--- config.mk ---
export PLATFORM = sky130hd
export DESIGN_NAME = acc_feeder_flat
export DESIGN_NICKNAME = d
export VERILOG_FILES = /design/src/rtl/acc_pkg.sv /design/src/rtl/acc_feeder_if.sv /design/src/rtl/acc_feed_fifo.sv /design/src/rtl/acc_feeder.sv /design/src/flat_wrapper.sv
export SDC_FILE = /design/constraint.sdc
export NUM_CORES = 1
export LEC_CHECK = 0
export BUFFER_PORTS_ARGS = -buffer_cell sky130_fd_sc_hd__buf_2
export CORE_MARGIN = 4
export CORE_UTILIZATION = 50
export DETAILED_ROUTE_END_ITERATION = 8
export GPL_ROUTABILITY_DRIVEN = 0
export PLACE_DENSITY_LB_ADDON = 0.05
export RECOVER_POWER = 50
export SLEW_MARGIN = 20
export SYNTH_ARGS = -nofsm -noshare
export SYNTH_HDL_FRONTEND = slang
export SYNTH_SLANG_ARGS = --single-unit
--- constraint.sdc ---
create_clock -name Clk -period 2.98 [get_ports Clk]
set_input_delay 0.149 -clock Clk [delete_from_list [all_inputs] [get_ports Clk]]
set_output_delay 0.149 -clock Clk [all_outputs]
set_load 0.03 [all_outputs]
--- src/rtl/acc_pkg.sv ---
// Shared definitions for the accumulator feeder: FSM states, default sizes and
// the handshake level used on Load and Done_In by both ends of the link.
package acc_pkg;

    localparam int DW_DEF      = 8;
    localparam int DEPTH_DEF   = 8;
    localparam int TIMEOUT_DEF = 64;

    // Level that marks an active Load / Done_In strobe
    localparam logic HS_ON = 1'b1;

    typedef enum logic [1:0] {
        IDLE = 2'd0,
        SEND = 2'd1,
        WAIT = 2'd2
    } state_t;

endpackage

--- src/rtl/acc_feeder_if.sv ---
// Host and accumulator-side signal bundle of acc_feeder; slave is the feeder,
// master is whatever drives the host writes and models the accumulator.
interface acc_feeder_if
    import acc_pkg::*;
#(
    parameter int DW    = DW_DEF,
    parameter int DEPTH = DEPTH_DEF
);

    localparam int LW = $clog2(DEPTH) + 1;

    logic          Wr_En;
    logic [DW-1:0] Wr_Data;
    logic          Full;
    logic [LW-1:0] Level;
    logic          Start;
    logic          Busy;
    logic          Load;
    logic [DW-1:0] Data_Out;
    logic          Done_In;
    logic [DW-1:0] Acc_In;
    logic [DW-1:0] Result;
    logic          Result_Valid;
    logic          Error;

    modport slave (
        input  Wr_En, Wr_Data, Start, Done_In, Acc_In,
        output Full, Level, Busy, Load, Data_Out, Result, Result_Valid, Error
    );

    modport master (
        output Wr_En, Wr_Data, Start, Done_In, Acc_In,
        input  Full, Level, Busy, Load, Data_Out, Result, Result_Valid, Error
    );

endinterface

--- src/rtl/acc_feed_fifo.sv ---
// First-word-fall-through operand buffer: head always shows the oldest entry,
// a push while full is dropped and a pop while empty is ignored.
module acc_feed_fifo
    import acc_pkg::*;
#(
    parameter int DW    = DW_DEF,
    parameter int DEPTH = DEPTH_DEF
) (
    input  logic                       clk,
    input  logic                       rst_n,
    input  logic                       push,
    input  logic [DW-1:0]              push_data,
    input  logic                       pop,
    output logic [DW-1:0]              head,
    output logic                       full,
    output logic                       empty,
    output logic [$clog2(DEPTH):0]     level
);

    localparam int PW = $clog2(DEPTH);
    localparam int LW = PW + 1;

    logic [DW-1:0] mem [DEPTH];
    logic [PW-1:0] wr_ptr;
    logic [PW-1:0] rd_ptr;
    logic [LW-1:0] count;
    logic          do_push;
    logic          do_pop;

    assign full    = (count == LW'(DEPTH));
    assign empty   = (count == '0);
    assign do_push = push && !full;
    assign do_pop  = pop && !empty;
    assign head    = mem[rd_ptr];
    assign level   = count;

    // Storage is never reset; only pointers and occupancy define contents.
    always_ff @(posedge clk) begin
        if (do_push) begin
            mem[wr_ptr] <= push_data;
        end
    end

    always_ff @(posedge clk or negedge rst_n) begin
        if (!rst_n) begin
            wr_ptr <= '0;
            rd_ptr <= '0;
            count  <= '0;
        end else begin
            if (do_push) begin
                wr_ptr <= wr_ptr + PW'(1);
            end
            if (do_pop) begin
                rd_ptr <= rd_ptr + PW'(1);
            end
            case ({do_push, do_pop})
                2'b10:   count <= count + LW'(1);
                2'b01:   count <= count - LW'(1);
                default: count <= count;
            endcase
        end
    end

endmodule

--- src/rtl/acc_feeder.sv ---
// Streams buffered operand bytes to the accumulator as one Load burst per
// Start, then waits (bounded) for Done_In and captures the returned sum.
module acc_feeder
    import acc_pkg::*;
#(
    parameter int DW      = DW_DEF,
    parameter int DEPTH   = DEPTH_DEF,
    parameter int TIMEOUT = TIMEOUT_DEF
) (
    input  logic        Clk,
    input  logic        Reset,
    acc_feeder_if.slave bus
);

    localparam int LW = $clog2(DEPTH) + 1;
    localparam int CW = $clog2(TIMEOUT + 1);

    state_t        state;
    logic [LW-1:0] remaining;
    logic [CW-1:0] wait_cnt;

    logic          fifo_pop;
    logic          fifo_empty;
    logic [DW-1:0] fifo_head;
    logic          start_ok;

    assign start_ok = bus.Start && (state == IDLE) && !fifo_empty;
    // The first byte is popped on the accepting edge so Load and Data_Out rise together.
    assign fifo_pop = start_ok || ((state == SEND) && (remaining != '0));

    acc_feed_fifo #(
        .DW    (DW),
        .DEPTH (DEPTH)
    ) u_fifo (
        .clk       (Clk),
        .rst_n     (Reset),
        .push      (bus.Wr_En),
        .push_data (bus.Wr_Data),
        .pop       (fifo_pop),
        .head      (fifo_head),
        .full      (bus.Full),
        .empty     (fifo_empty),
        .level     (bus.Level)
    );

    always_ff @(posedge Clk or negedge Reset) begin
        if (!Reset) begin
            state            <= IDLE;
            remaining        <= '0;
            wait_cnt         <= '0;
            bus.Busy         <= 1'b0;
            bus.Load         <= 1'b0;
            bus.Data_Out     <= '0;
            bus.Result       <= '0;
            bus.Result_Valid <= 1'b0;
            bus.Error        <= 1'b0;
        end else begin
            bus.Result_Valid <= 1'b0;
            bus.Error        <= 1'b0;
            case (state)
                IDLE: begin
                    if (start_ok) begin
                        state        <= SEND;
                        bus.Busy     <= 1'b1;
                        bus.Load     <= HS_ON;
                        bus.Data_Out <= fifo_head;
                        remaining    <= bus.Level - LW'(1);
                    end
                end
                SEND: begin
                    // remaining counts bytes of the snapshot still to present.
                    if (remaining != '0) begin
                        bus.Data_Out <= fifo_head;
                        remaining    <= remaining - LW'(1);
                    end else begin
                        state        <= WAIT;
                        bus.Load     <= ~HS_ON;
                        bus.Data_Out <= '0;
                        wait_cnt     <= '0;
                    end
                end
                WAIT: begin
                    // Done_In wins over an expiring counter in the same cycle.
                    if (bus.Done_In == HS_ON) begin
                        state            <= IDLE;
                        bus.Busy         <= 1'b0;
                        bus.Result       <= bus.Acc_In;
                        bus.Result_Valid <= 1'b1;
                    end else if (wait_cnt == CW'(TIMEOUT - 1)) begin
                        state     <= IDLE;
                        bus.Busy  <= 1'b0;
                        bus.Error <= 1'b1;
                    end else begin
                        wait_cnt <= wait_cnt + CW'(1);
                    end
                end
                default: begin
                    state        <= IDLE;
                    bus.Busy     <= 1'b0;
                    bus.Load     <= 1'b0;
                    bus.Data_Out <= '0;
                end
            endcase
        end
    end

endmodule
--- src/flat_wrapper.sv ---
// flat-port wrapper written by rule: the top's interface ports become plain ports
module acc_feeder_flat import acc_pkg::*;
#(
    parameter int DW      = DW_DEF,
    parameter int DEPTH   = DEPTH_DEF,
    parameter int TIMEOUT = TIMEOUT_DEF
)
  (Clk, Reset, bus_Wr_En, bus_Wr_Data, bus_Start, bus_Done_In, bus_Acc_In, bus_Full, bus_Level, bus_Busy, bus_Load, bus_Data_Out, bus_Result, bus_Result_Valid, bus_Error);
  acc_feeder_if #(.DW(DW), .DEPTH(DEPTH)) bus_i ();
  input  logic Clk;
  input  logic Reset;
  input wire logic [$bits(bus_i.Wr_En)-1:0] bus_Wr_En;
  input wire logic [$bits(bus_i.Wr_Data)-1:0] bus_Wr_Data;
  input wire logic [$bits(bus_i.Start)-1:0] bus_Start;
  input wire logic [$bits(bus_i.Done_In)-1:0] bus_Done_In;
  input wire logic [$bits(bus_i.Acc_In)-1:0] bus_Acc_In;
  output wire logic [$bits(bus_i.Full)-1:0] bus_Full;
  output wire logic [$bits(bus_i.Level)-1:0] bus_Level;
  output wire logic [$bits(bus_i.Busy)-1:0] bus_Busy;
  output wire logic [$bits(bus_i.Load)-1:0] bus_Load;
  output wire logic [$bits(bus_i.Data_Out)-1:0] bus_Data_Out;
  output wire logic [$bits(bus_i.Result)-1:0] bus_Result;
  output wire logic [$bits(bus_i.Result_Valid)-1:0] bus_Result_Valid;
  output wire logic [$bits(bus_i.Error)-1:0] bus_Error;
  assign bus_i.Wr_En = bus_Wr_En;
  assign bus_i.Wr_Data = bus_Wr_Data;
  assign bus_i.Start = bus_Start;
  assign bus_i.Done_In = bus_Done_In;
  assign bus_i.Acc_In = bus_Acc_In;
  assign bus_Full = bus_i.Full;
  assign bus_Level = bus_i.Level;
  assign bus_Busy = bus_i.Busy;
  assign bus_Load = bus_i.Load;
  assign bus_Data_Out = bus_i.Data_Out;
  assign bus_Result = bus_i.Result;
  assign bus_Result_Valid = bus_i.Result_Valid;
  assign bus_Error = bus_i.Error;
  acc_feeder #(.DW(DW), .DEPTH(DEPTH), .TIMEOUT(TIMEOUT)) u_core (.Clk(Clk), .Reset(Reset), .bus(bus_i));
endmodule
==> qor.yml <==
relSlewSlack_pct: -53.7
finish.net_count: 383
synth_flop_cell: "sky130_fd_sc_hd__edfxtp_1"
synth_largest_type_area_fraction_pct: 43.2
clk_path_buf_depth: 2
grt_pass1_vias: 2486
whs_path_depth: 1
clock_tree.root_cell: "sky130_fd_sc_hd__clkbuf_8"
synth.cell_area_um2: 4450
setup_total_negative_slack_ps: 0
synth.yosys.seq_area_share_pct: 67.4
static_leak_nw: 2.01
num_rows: 34
fp.coreArea_um2: 8680
setup_repair_after_global_routing_missed_its_margin: "false"
post_route_cells_drive_above_1_share_pct: 15.3
chipWidth_um: 102
track_usage_pct: 16.8
timing_max_transition_violations_final: 44
cp_cell_sequence: "inv_1 > ha_1 > nor3b_2 > o22ai_4 > and2b_2 > ha_1 > or4_1 > a21oi_1 > xor2_1"
largest_net_degree_at_the_start_of_global_routing: 44
cts.clk_slew.worst_paths_ps: 100
fillCellCount: 709
synth_edf_count: 64
period_minus_slack_ps: 2620
route.final.wire_length_um: 8320
post_cts_resized: 0
design_area_um2: 5080
cp_data_required_time_ps: 3260
synthDominantAreaCellType: "sky130_fd_sc_hd__edfxtp_1"
synth_cell_types: 44
grt_overflow: 0
hold_path_class: "in2reg"
power_per_cell_area_nw_per_um2: 965
ant_nets_after_route: 0
cp-end-kind: "flip-flop"
dieArea_um2: 10500
worstSetupPathType: "reg2reg"
cts_setup_buffers: 0
violations_in_the_final_reports: "capacitance limit, slew limit"
clock_tree.htree_level_count: 3
crit_family: "simple AND/OR/NAND/NOR gates"
timing.final.hold_violations: 0
crit_path_start_kind: "flip-flop"
setup_slack_ps: 356
diodes: 0
worst-path-stages: 9
timing.fmax_mhz: 381
syn_nets: 315
reg2reg_slack_ps: 360
clock_sinks: 107
via_count: 2526
status: "finished, violations left"
r2r_cells: 9
route.detailed.wl_per_inst_um: 17.8
post_synth.cell_area_avg_um2: 15.5
crit_arrival_ps: 2900
critical-path-max-stage-delay_ps: 470
layout-area-overhead-vs-synth_pct: 14.2
antenna_found_initial: 0
clock_latency_ps: 360
final_worst_path_cycle_share_pct: 88.1
synth-warning-count: 0
ys_top_cells_by_area: "sky130_fd_sc_hd__edfxtp_1 (43%), sky130_fd_sc_hd__dfrtp_1 (24%), sky130_fd_sc_hd__mux4_1 (6.5%)"
cts_bufs_inserted: 9
design.portCount: 46
finalSetupViolations: 0
detail_route.first_pass.iterations: 4
critical_path.max_fanout: 6
tritoncts_clock_tree: "built"
drv.max_cap_violation_count: 1
most_instantiated_cells_after_synthesis: "sky130_fd_sc_hd__edfxtp_1 (64), sky130_fd_sc_hd__dfrtp_1 (43), sky130_fd_sc_hd__nand2_1 (41)"
buffer_ports.inserted: 45
postPlaceCellArea_um2: 4830
vdd_ir_max_uv: 364
slowest_stage: "sky130_fd_sc_hd__dfrtp_1"
postLayoutCoreUtil_pct: 58.6
postSynthRegisterBits: 107
timing.critical_path.mode_cell: "sky130_fd_sc_hd__ha_1"
grt_first_pass_wirelength_um: 13100
detailed_place_hpwl_um: 5380
pre_cts_ws_ps: 407
die-height_um: 102
initial_utilization_pct: 51.3
yosys.cell_count.top_type: "sky130_fd_sc_hd__edfxtp_1"
synthesis.instances: 287
postSynth.asyncResetShare_pct: 40.2
critical_path.n_buffers_inverters: 1
detailed_route_iter0_violations: 107
drcViolationCount: 0
vias_per_cell: 5.40
timing.clock.skew_ps: 16.7
tightestPinTransition_ps: 2310
power breakdown:
part	internal, mW	leakage (nW)	total (mW)	switching (mW)
sequential	1.93	1.12	2.25	0.323
combinational	0.791	0.785	1.77	0.975
clock	0.395	0.101	0.887	0.492
worst register-to-register path, cell delays in order (launching register included):
cell,delay (ps)
sky130_fd_sc_hd__dfrtp_1,470
sky130_fd_sc_hd__inv_1,110
sky130_fd_sc_hd__ha_1,230
sky130_fd_sc_hd__nor3b_2,390
sky130_fd_sc_hd__o22ai_4,130
sky130_fd_sc_hd__and2b_2,240
sky130_fd_sc_hd__ha_1,240
sky130_fd_sc_hd__or4_1,410
sky130_fd_sc_hd__a21oi_1,190
sky130_fd_sc_hd__xor2_1,150
logic make-up after synthesis:
logic type / Yosys count / synth area share, %
fa+ha+maj: 7 / 1.97
mux: 27 / 11.8
simple gates: 83 / 9.14
buf+inv: 18 / 2.11
flops: 107 / 67.4
xor+xnor: 10 / 1.97
compound gates: 35 / 5.68
metrics by stage:
| stage | hold WS, ps | power (mW) | cells |
|---|---|---|---|
| 2_1_floorplan | -147 | 3.59 | 287 |
| 3_3_place_gp | 339 | 4.06 | 443 |
| 3_5_place_dp | 347 | 4.10 | 443 |
| 4_1_cts | 40.3 | 5.00 | 468 |
| 5_1_grt | 134 | 5.23 | 468 |
| 6_report | 131 | 4.91 | 468 |
registers in the layout (all words and copies together), names as in the netlist, 2 cells and up:
signal,flops
u_core.state,2
u_core.wait_cnt,7
u_core.bus.Result,8
u_core.u_fifo.level,4
u_core.u_fifo.wr_ptr,3
u_core.u_fifo.mem,64
u_core.bus.Data_Out,8
u_core.u_fifo.rd_ptr,3
u_core.remaining,4
path summary, 6_finish.rpt:
| kind | from | end |
|---|---|---|
| setup / recovery | u_core.u_fifo.level[0] | u_core.u_fifo.level[3] |
| setup reg to reg | u_core.u_fifo.level[0] | u_core.u_fifo.level[3] |
| hold / removal | bus_Wr_Data[3] | u_core.u_fifo.mem[0][3] |
| max in group asynchronous | Reset | u_core.bus.Data_Out[7] |
| min in group asynchronous | Reset | u_core.wait_cnt[4] |
| hold reg to reg | u_core.bus.Result[1] | u_core.bus.Result[1] |
area by class of cell:
class / instances / area, um^2 / area share (%)
clock buffers: 9 / 124 / 2.44
clock inverters: 7 / 75.1 / 1.48
inverters: 11 / 41.3 / 0.812
multi-input cells: 162 / 1360 / 26.7
flip-flops and latches: 107 / 3000 / 59.0
well taps: 108 / 135 / 2.66
repair buffers: 64 / 352 / 6.92
what timing repair did:
item | CTS | global route
setup endpoints to repair | 0 | 0
hold buffers | 9 | 0
hold endpoints to repair | 51 | 0
placed cells by master, fill, tap and decap left out, types with 6 or more instances in the layout:
cell type,instances
sky130_fd_sc_hd__nand3_1,6
sky130_fd_sc_hd__o21ai_0,9
sky130_fd_sc_hd__clkbuf_8,9
sky130_fd_sc_hd__mux4_1,11
sky130_fd_sc_hd__mux2_2,8
sky130_fd_sc_hd__nand2_1,41
sky130_fd_sc_hd__edfxtp_1,64
sky130_fd_sc_hd__dfrtp_1,43
sky130_fd_sc_hd__nor2_1,10
sky130_fd_sc_hd__a22o_1,8
sky130_fd_sc_hd__dlygate4sd3_1,9
sky130_fd_sc_hd__ha_1,7
sky130_fd_sc_hd__clkbuf_1,31
sky130_fd_sc_hd__buf_4,10
sky130_fd_sc_hd__buf_2,14
sky130_fd_sc_hd__inv_1,10
metal layers:
metal	wire length [um]	share of wire (%)	vias to the layer above	track usage (%)
li1	-	-	1213	-
met1	3780	45	1259	22.5
met2	4090	49	42	27.6
met3	327	3.9	12	3.14
met4	127	1.5	0	5.95
met5	0	0	-	0
(Power assumes the default switching activity.)
